**config.mk**
```make
export PLATFORM = sky130hd
export DESIGN_NAME = packed_mac_unit
export DESIGN_NICKNAME = d
export VERILOG_FILES = /design/src/rtl/packed_mac_pkg.sv /design/src/rtl/packed_mac_unit_mult.sv /design/src/rtl/packed_mac_unit.sv
export SDC_FILE = /design/constraint.sdc
export NUM_CORES = 2
export LEC_CHECK = 0
export BUFFER_PORTS_ARGS = -buffer_cell sky130_fd_sc_hd__buf_4
export CORE_MARGIN = 3
export CORE_UTILIZATION = 50
export DETAILED_ROUTE_END_ITERATION = 8
export PLACE_DENSITY = 0.63
export SETUP_SLACK_MARGIN = 0.3
export SYNTH_ARGS = -nofsm -noshare
export SYNTH_HDL_FRONTEND = slang
export SYNTH_HIERARCHICAL = 1
export SYNTH_SLANG_ARGS = --single-unit
```
**constraint.sdc**
```tcl
create_clock -name clk -period 14.6 [get_ports clk]
set_clock_uncertainty 0.05 [all_clocks]
set_input_delay 0.73 -clock clk [delete_from_list [all_inputs] [get_ports clk]]
set_output_delay 0.73 -clock clk [all_outputs]
set_load 0.1 [all_outputs]
```
**src/rtl/packed_mac_pkg.sv**
```systemverilog
// Shared constants and helpers for the packed multiply-accumulate unit.
// Lane modes, per-mode lane counts and product widths.
package packed_mac_pkg;

  localparam int MAX_LANES = 8;

  localparam logic [1:0] MODE_INT8 = 2'd0;
  localparam logic [1:0] MODE_INT4 = 2'd1;
  localparam logic [1:0] MODE_INT2 = 2'd2;

  function automatic int lanes_of(input logic [1:0] m);
    case (m)
      MODE_INT8: return 2;
      MODE_INT4: return 4;
      default:   return 8;
    endcase
  endfunction

  function automatic int prod_w(input logic [1:0] m);
    case (m)
      MODE_INT8: return 16;
      MODE_INT4: return 8;
      default:   return 4;
    endcase
  endfunction

  // Reserved encoding 3 behaves as int2.
  function automatic logic [1:0] norm_mode(input logic [1:0] m);
    return (m == 2'd3) ? MODE_INT2 : m;
  endfunction

endpackage

```
**src/rtl/packed_mac_unit_mult.sv**
```systemverilog
// Registered lane-wise signed multiplier for packed_mac_unit.
// Products are sign-extended to ACC_W; valid/last/mode ride alongside.
module packed_lane_mult
  import packed_mac_pkg::*;
#(
  parameter int PIPE_STAGES = 4,
  parameter int ACC_W       = 20
) (
  input  logic                           clk,
  input  logic                           reset,
  input  logic                           in_valid,
  input  logic                           in_last,
  input  logic [1:0]                     in_mode,
  input  logic [15:0]                    in_x,
  input  logic [7:0]                     in_y,
  output logic                           out_valid,
  output logic                           out_last,
  output logic [1:0]                     out_mode,
  output logic [MAX_LANES*ACC_W-1:0]     out_prod
);

  localparam int PW = MAX_LANES * ACC_W;

  function automatic logic signed [15:0] mul8(
    input logic signed [7:0] a,
    input logic signed [7:0] b
  );
    logic signed [15:0] ea, eb;
    ea = 16'(a);
    eb = 16'(b);
    return ea * eb;
  endfunction

  function automatic logic signed [7:0] mul4(
    input logic signed [3:0] a,
    input logic signed [3:0] b
  );
    logic signed [7:0] ea, eb;
    ea = 8'(a);
    eb = 8'(b);
    return ea * eb;
  endfunction

  function automatic logic signed [3:0] mul2(
    input logic signed [1:0] a,
    input logic signed [1:0] b
  );
    logic signed [3:0] ea, eb;
    ea = 4'(a);
    eb = 4'(b);
    return ea * eb;
  endfunction

  logic [PW-1:0] prod;

  logic [PIPE_STAGES-1:0] v_q;
  logic [PIPE_STAGES-1:0] l_q;
  logic [1:0]             m_q [PIPE_STAGES];
  logic [PW-1:0]          p_q [PIPE_STAGES];

  // Exact per-lane products for the beat's mode; idle lanes stay zero.
  always_comb begin
    prod = '0;
    unique case (1'b1)
      (in_mode == MODE_INT8): begin
        for (int i = 0; i < 2; i++)
          prod[i*ACC_W +: ACC_W] = ACC_W'(mul8(in_x[8*i +: 8], in_y));
      end
      (in_mode == MODE_INT4): begin
        for (int i = 0; i < 4; i++)
          prod[i*ACC_W +: ACC_W] = ACC_W'(mul4(in_x[4*i +: 4], in_y[3:0]));
      end
      default: begin
        for (int i = 0; i < 8; i++)
          prod[i*ACC_W +: ACC_W] = ACC_W'(mul2(in_x[2*i +: 2], in_y[1:0]));
      end
    endcase
  end

  // Fixed-depth, never-stalling product pipeline.
  always_ff @(posedge clk) begin
    if (reset) begin
      v_q <= '0;
      l_q <= '0;
      for (int s = 0; s < PIPE_STAGES; s++) begin
        m_q[s] <= '0;
        p_q[s] <= '0;
      end
    end else begin
      v_q[0] <= in_valid;
      l_q[0] <= in_last;
      m_q[0] <= in_mode;
      p_q[0] <= prod;
      for (int s = 1; s < PIPE_STAGES; s++) begin
        v_q[s] <= v_q[s-1];
        l_q[s] <= l_q[s-1];
        m_q[s] <= m_q[s-1];
        p_q[s] <= p_q[s-1];
      end
    end
  end

  assign out_valid = v_q[PIPE_STAGES-1];
  assign out_last  = l_q[PIPE_STAGES-1];
  assign out_mode  = m_q[PIPE_STAGES-1];
  assign out_prod  = p_q[PIPE_STAGES-1];

endmodule

```
**src/rtl/packed_mac_unit.sv**
```systemverilog
// Packed int8/int4/int2 multiply-accumulate with credited output queue.
// Define PACKED_MAC_SAT_EN for saturating lane adds (flagged in out_err).
module packed_mac_unit
  import packed_mac_pkg::*;
#(
  parameter int PIPE_STAGES = 4,
  parameter int ACC_W       = 20,
  parameter int OUT_DEPTH   = 2
) (
  input  logic                   clk,
  input  logic                   reset,
  input  logic                   in_valid,
  output logic                   in_ready,
  input  logic [15:0]            in_x,
  input  logic [7:0]             in_y,
  input  logic [1:0]             in_mode,
  input  logic                   in_last,
  output logic                   out_valid,
  input  logic                   out_ready,
  output logic [8*ACC_W-1:0]     out_acc,
  output logic [1:0]             out_mode,
  output logic                   out_err
);

  localparam int AW = MAX_LANES * ACC_W;
  localparam int CW = $clog2(OUT_DEPTH + 1);
  localparam int QW = (OUT_DEPTH > 1) ? $clog2(OUT_DEPTH) : 1;

  function automatic logic [QW-1:0] bump(input logic [QW-1:0] p);
    return (p == QW'(OUT_DEPTH - 1)) ? '0 : p + QW'(1);
  endfunction

  logic          accept, push, pop;
  logic [1:0]    m_norm, eff_mode, grp_mode;
  logic          grp_open, mism;
  logic [CW-1:0] credits, q_cnt;

  logic          p_valid, p_last;
  logic [1:0]    p_mode;
  logic [AW-1:0] p_prod;
  logic [PIPE_STAGES-1:0] mism_q;

  logic [AW-1:0] acc_q, acc_nxt;
  logic          acc_open, acc_err, err_nxt, sat_any;

  logic [AW-1:0] q_acc  [OUT_DEPTH];
  logic [1:0]    q_mode [OUT_DEPTH];
  logic          q_err  [OUT_DEPTH];
  logic [QW-1:0] wr_ptr, rd_ptr;

  assign in_ready = !reset && (credits != '0);
  assign accept   = in_valid && in_ready;
  assign m_norm   = norm_mode(in_mode);
  assign eff_mode = grp_open ? grp_mode : m_norm;
  assign mism     = grp_open && (m_norm != grp_mode);

  // Latch the group mode from its first accepted beat.
  always_ff @(posedge clk) begin
    if (reset) begin
      grp_open <= 1'b0;
      grp_mode <= MODE_INT8;
    end else if (accept) begin
      if (in_last) begin
        grp_open <= 1'b0;
      end else begin
        grp_open <= 1'b1;
        if (!grp_open) grp_mode <= m_norm;
      end
    end
  end

  packed_lane_mult #(
    .PIPE_STAGES(PIPE_STAGES),
    .ACC_W      (ACC_W)
  ) u_mult (
    .clk      (clk),
    .reset    (reset),
    .in_valid (accept),
    .in_last  (in_last),
    .in_mode  (eff_mode),
    .in_x     (in_x),
    .in_y     (in_y),
    .out_valid(p_valid),
    .out_last (p_last),
    .out_mode (p_mode),
    .out_prod (p_prod)
  );

  // Mode-mismatch flag travels in step with its beat's product.
  always_ff @(posedge clk) begin
    if (reset) begin
      mism_q <= '0;
    end else begin
      mism_q[0] <= accept && mism;
      for (int s = 1; s < PIPE_STAGES; s++)
        mism_q[s] <= mism_q[s-1];
    end
  end

  // Next accumulator value: load on a group's first beat, add otherwise.
  always_comb begin
    logic [ACC_W-1:0] base, add;
    logic [ACC_W:0]   sum;
    acc_nxt = '0;
    sat_any = 1'b0;
    for (int i = 0; i < MAX_LANES; i++) begin
      base = acc_open ? acc_q[i*ACC_W +: ACC_W] : '0;
      add  = p_prod[i*ACC_W +: ACC_W];
      sum  = {base[ACC_W-1], base} + {add[ACC_W-1], add};
`ifdef PACKED_MAC_SAT_EN
      if (sum[ACC_W] != sum[ACC_W-1]) begin
        sat_any = 1'b1;
        acc_nxt[i*ACC_W +: ACC_W] = sum[ACC_W] ?
          {1'b1, {(ACC_W-1){1'b0}}} :
          {1'b0, {(ACC_W-1){1'b1}}};
      end else begin
        acc_nxt[i*ACC_W +: ACC_W] = sum[ACC_W-1:0];
      end
`else
      acc_nxt[i*ACC_W +: ACC_W] = sum[ACC_W-1:0];
`endif
    end
    err_nxt = (acc_open && acc_err) || mism_q[PIPE_STAGES-1] || sat_any;
  end

  // Group accumulator; a last beat hands off to the queue and reopens clean.
  always_ff @(posedge clk) begin
    if (reset) begin
      acc_open <= 1'b0;
      acc_err  <= 1'b0;
      acc_q    <= '0;
    end else if (p_valid) begin
      acc_q <= acc_nxt;
      if (p_last) begin
        acc_open <= 1'b0;
        acc_err  <= 1'b0;
      end else begin
        acc_open <= 1'b1;
        acc_err  <= err_nxt;
      end
    end
  end

  assign push = p_valid && p_last;
  assign pop  = out_valid && out_ready;

  // Output FIFO; credits guarantee a free slot on every push.
  always_ff @(posedge clk) begin
    if (reset) begin
      wr_ptr <= '0;
      rd_ptr <= '0;
      q_cnt  <= '0;
      for (int e = 0; e < OUT_DEPTH; e++) begin
        q_acc[e]  <= '0;
        q_mode[e] <= '0;
        q_err[e]  <= 1'b0;
      end
    end else begin
      if (push) begin
        q_acc[wr_ptr]  <= acc_nxt;
        q_mode[wr_ptr] <= p_mode;
        q_err[wr_ptr]  <= err_nxt;
        wr_ptr         <= bump(wr_ptr);
      end
      if (pop) rd_ptr <= bump(rd_ptr);
      unique case ({push, pop})
        2'b10:   q_cnt <= q_cnt + CW'(1);
        2'b01:   q_cnt <= q_cnt - CW'(1);
        default: q_cnt <= q_cnt;
      endcase
    end
  end

  // Group credits: spent on an accepted last beat, returned on output.
  always_ff @(posedge clk) begin
    if (reset) begin
      credits <= CW'(OUT_DEPTH);
    end else begin
      unique case ({accept && in_last, pop})
        2'b10:   credits <= credits - CW'(1);
        2'b01:   credits <= credits + CW'(1);
        default: credits <= credits;
      endcase
    end
  end

  assign out_valid = (q_cnt != '0);
  assign out_acc   = out_valid ? q_acc[rd_ptr]  : '0;
  assign out_mode  = out_valid ? q_mode[rd_ptr] : '0;
  assign out_err   = out_valid ? q_err[rd_ptr]  : 1'b0;

endmodule

```
==> results.ini <==
[setup_path]
crit_fanout = 20
timing.rr.end = q_acc[0][136]$_SDFFCE_PN0P_
r2r_cells = 11
worstSetupStartpoint = in_y[0]
cp-start-kind = primary input
crit_path_end_kind = flip-flop
reg2reg_from = acc_open$_SDFFE_PP0P_
crit_required_ps = 15020
cp.arrival_ps = 5020
ff2ff_setup_slack_ps = 10620
worstSetupPathType = in2reg

[job]
timing.max_cap.violations = 0

[sta]
min_period_ps = 4600
rsz0062_at_grt = no
fin_tns_setup_ps = 0
timing.fmax_mhz = 217
report.final.slew_viol_count = 0
period_share_pct = 31.5
max_slew_margin_pct = 24.0
setup-violations-final = 0
worst_pin_slew_ps = 1140
hold_viol_final = 0

[cts]
cts.sinks = 774
cts_resized = 0
cts_max_path_buffers = 3
cts.clk_slew.worst_paths_ps = 60
postCtsSetupBuffers = 0
hold_buffers = 0
cts_root_buf = clkbuf_16
h-tree-depth = 3
cts_buffers = 82
clock_latency_ps = 630
cts_tree = done

[global_routing]
grt_pass1_vias = 30211
grt_util_all_layers_pct = 21.5
grt_first_pass_wirelength_um = 163000
grtUsageMet2_pct = 36.3
grt_antenna_before_repair = 1
grt_use_met1_pct = 29.5
grt_max_degree = 89
busiest_layer = met2
overflow = 0
globalRouteMet3Util_pct = 2.57

[yosys]
yosysTopAreaCellShare_pct = 21.9
netlist_area_um2 = 44700
ys_warn_count = 6
synth.avg_cell_area_um2 = 9.70
ys.flop_type = dfxtp_1
synth_cells = 4608
synth_enable_flop_cells = 326
ys_top_cells_by_area = edfxtp_1 22%, dfxtp_1 20%, ha_1 7.4%
ys_seq_area_share_pct = 42.0
synth_top_cell_by_area = edfxtp_1
ys_ff_latch = 774
async_reset_ff_share_pct = 0
syn_nets = 5065
synth_cell_types = 92

[pwr]
cellPowerDensity_nw_per_um2 = 112
irDropWorstVdd_v = 0.0000986
p_leak_nw = 20.0

[routing]
drt_pre_antenna_iters = 5
vias_per_cell = 5.30
ant_nets = 0
wl_um = 101000
drc_errors = 0
drt_iter0_markers = 1572
wl_per_cell_um = 17.3
num_vias = 30812

[final_layout]
antenna_cells = 0
stdcell_count = 5814
regArea_um2 = 18800
final_nets = 5038
multiInputGateArea_um2 = 23300
fillCellCount = 7932
area_growth_syn_to_layout_pct = 9.43
drive_above_1_share_pct = 9.31

[floorplanning]
die_y_um = 305
die_area_um2 = 93000
core_area_um2 = 88500
die-width_um = 305
pin_count = 196
start_util_pct = 50.5
row_count = 109

[hold_path]
hold_class = reg2reg
holdPathEnd = u_mult/p_q[3][24]$_SDFF_PP0_
holdCritStartpoint = u_mult/p_q[2][24]$_SDFF_PP0_
hold_depth = 1

[placed_design]
gp_congestion = 0.867
placed_cells = 5662
hpwl_um = 69200
port-buffer-count = 195

[status]
status = complete, no violations

## report_power, final
part           internal (mW)  switching, mW  leakage (nW)
sequential              2.35         0.0300          7.00
combinational          0.443          0.631          11.7
clock                   1.15          0.869          1.31
total                   3.95           1.53          20.0
## worst max-delay path: stages
cell	delay [ps]
buf_4	190
nand2_1	230
inv_1	220
ha_1	460
inv_1	140
fa_1	540
inv_1	50
fa_1	470
inv_1	60
fa_1	530
inv_1	40
ha_1	240
nor4_1	290
o21ai_1	180
a311oi_2	370
a2111o_1	210
o221ai_2	80
## registers in the layout (all words and copies together), names as in the netlist, 4 cells and up, named ones only
name	cells
u_mult/v_q	4
acc_q	160
u_mult/m_q	8
u_mult/l_q	4
u_mult/p_q	256
q_mode	4
q_acc	320
mism_q	4
## routing by layer
layer | part of all wire, % | up-vias
li1 | - | 15415
met1 | 47 | 14758
met2 | 48 | 526
met3 | 3.7 | 113
met4 | 2.1 | 0
met5 | 0 | -
## through the flow
stage	hold slack, ps	worst slack [ps]	utilization [%]	power (mW)	area [µm²]
global placement	366	9440	52.3	3.49	46200
floorplan	364	1620	-	3.26	44700
finish	362	10000	55.2	5.48	48900
detailed placement	370	9310	52.3	3.50	46200
CTS	336	9980	55.2	5.53	48900
global route	367	9680	55.2	5.77	48900
## cell usage after synthesis (all sizes together), types with 22 or more instances
cell / n
a211oi: 52
a21o: 87
xor2: 89
xnor2: 105
nand3: 46
nor3: 33
o22ai: 22
dfxtp: 448
nor2: 704
and2: 274
a21oi: 254
edfxtp: 326
clkbuf: 201
o211ai: 28
nand2: 230
nand2b: 26
nand4: 27
buf: 136
fa: 162
mux2i: 196
o21ai: 103
nor2b: 235
o21a: 28
ha: 264
a31oi: 29
and3: 25
inv: 265
o21bai: 36
or3: 22
## cells by family (layout without fill, tap and decap cells)
| kind of cell | count (synthesis) | after routing | synth area share (%) |
|---|---|---|---|
| and+or+nand+nor | 1664 | 1664 | 18.0 |
| DFF | 774 | 774 | 42.0 |
| AOI/OAI and AO/OA | 743 | 743 | 11.0 |
| buffers and inverters | 606 | 647 | 5.97 |
| adders and majority gates | 426 | 426 | 14.7 |
| muxes | 199 | 199 | 4.47 |
| xor gates and xnor gates | 196 | 196 | 3.90 |
## area by class of cell
type	instances	area share [%]
Multi-Input combinational cell	3228	47.7
Inverter	269	2.07
Tap cell	1165	2.98
Clock inverter	41	0.642
Sequential cell	774	38.4
Timing Repair Buffer	226	3.49
Clock buffer	111	4.77
## how the worst max path moves through the flow
stage,to,depth (start not counted)
floorplan,q_acc[0][0]$_SDFFCE_PN0P_,3
global placement,u_mult/p_q[0][39]$_SDFF_PP0_,17
detailed placement,u_mult/p_q[0][39]$_SDFF_PP0_,17
CTS,out_acc[28],5
global route,u_mult/p_q[0][39]$_SDFF_PP0_,17
finish,u_mult/p_q[0][39]$_SDFF_PP0_,17
## layout by cell type, fill, tap and decap left out, types with 13 or more instances in the layout
cell and n:
and3_1 24, nor2b_1 234, o21a_1 28, a211o_1 13, clkinv_2 14, ha_1 264
a31oi_1 28, or3_1 20, clkbuf_8 15, and2_1 273, nand2_1 227, or2_2 13
nor3_1 32, buf_4 225, clkbuf_1 13, a211oi_1 47, inv_1 265, dfxtp_1 445
o21bai_1 36, mux2i_1 196, xnor2_1 105, edfxtp_1 326, nand3_1 46, a21o_1 86
nor2_1 702, o22ai_1 22, nand2b_1 26, a21oi_1 252, o21ai_0 94, o211ai_1 27
xor2_1 89, clkbuf_16 83, fa_1 162, nand4_1 27
(Power assumes the default switching activity.)
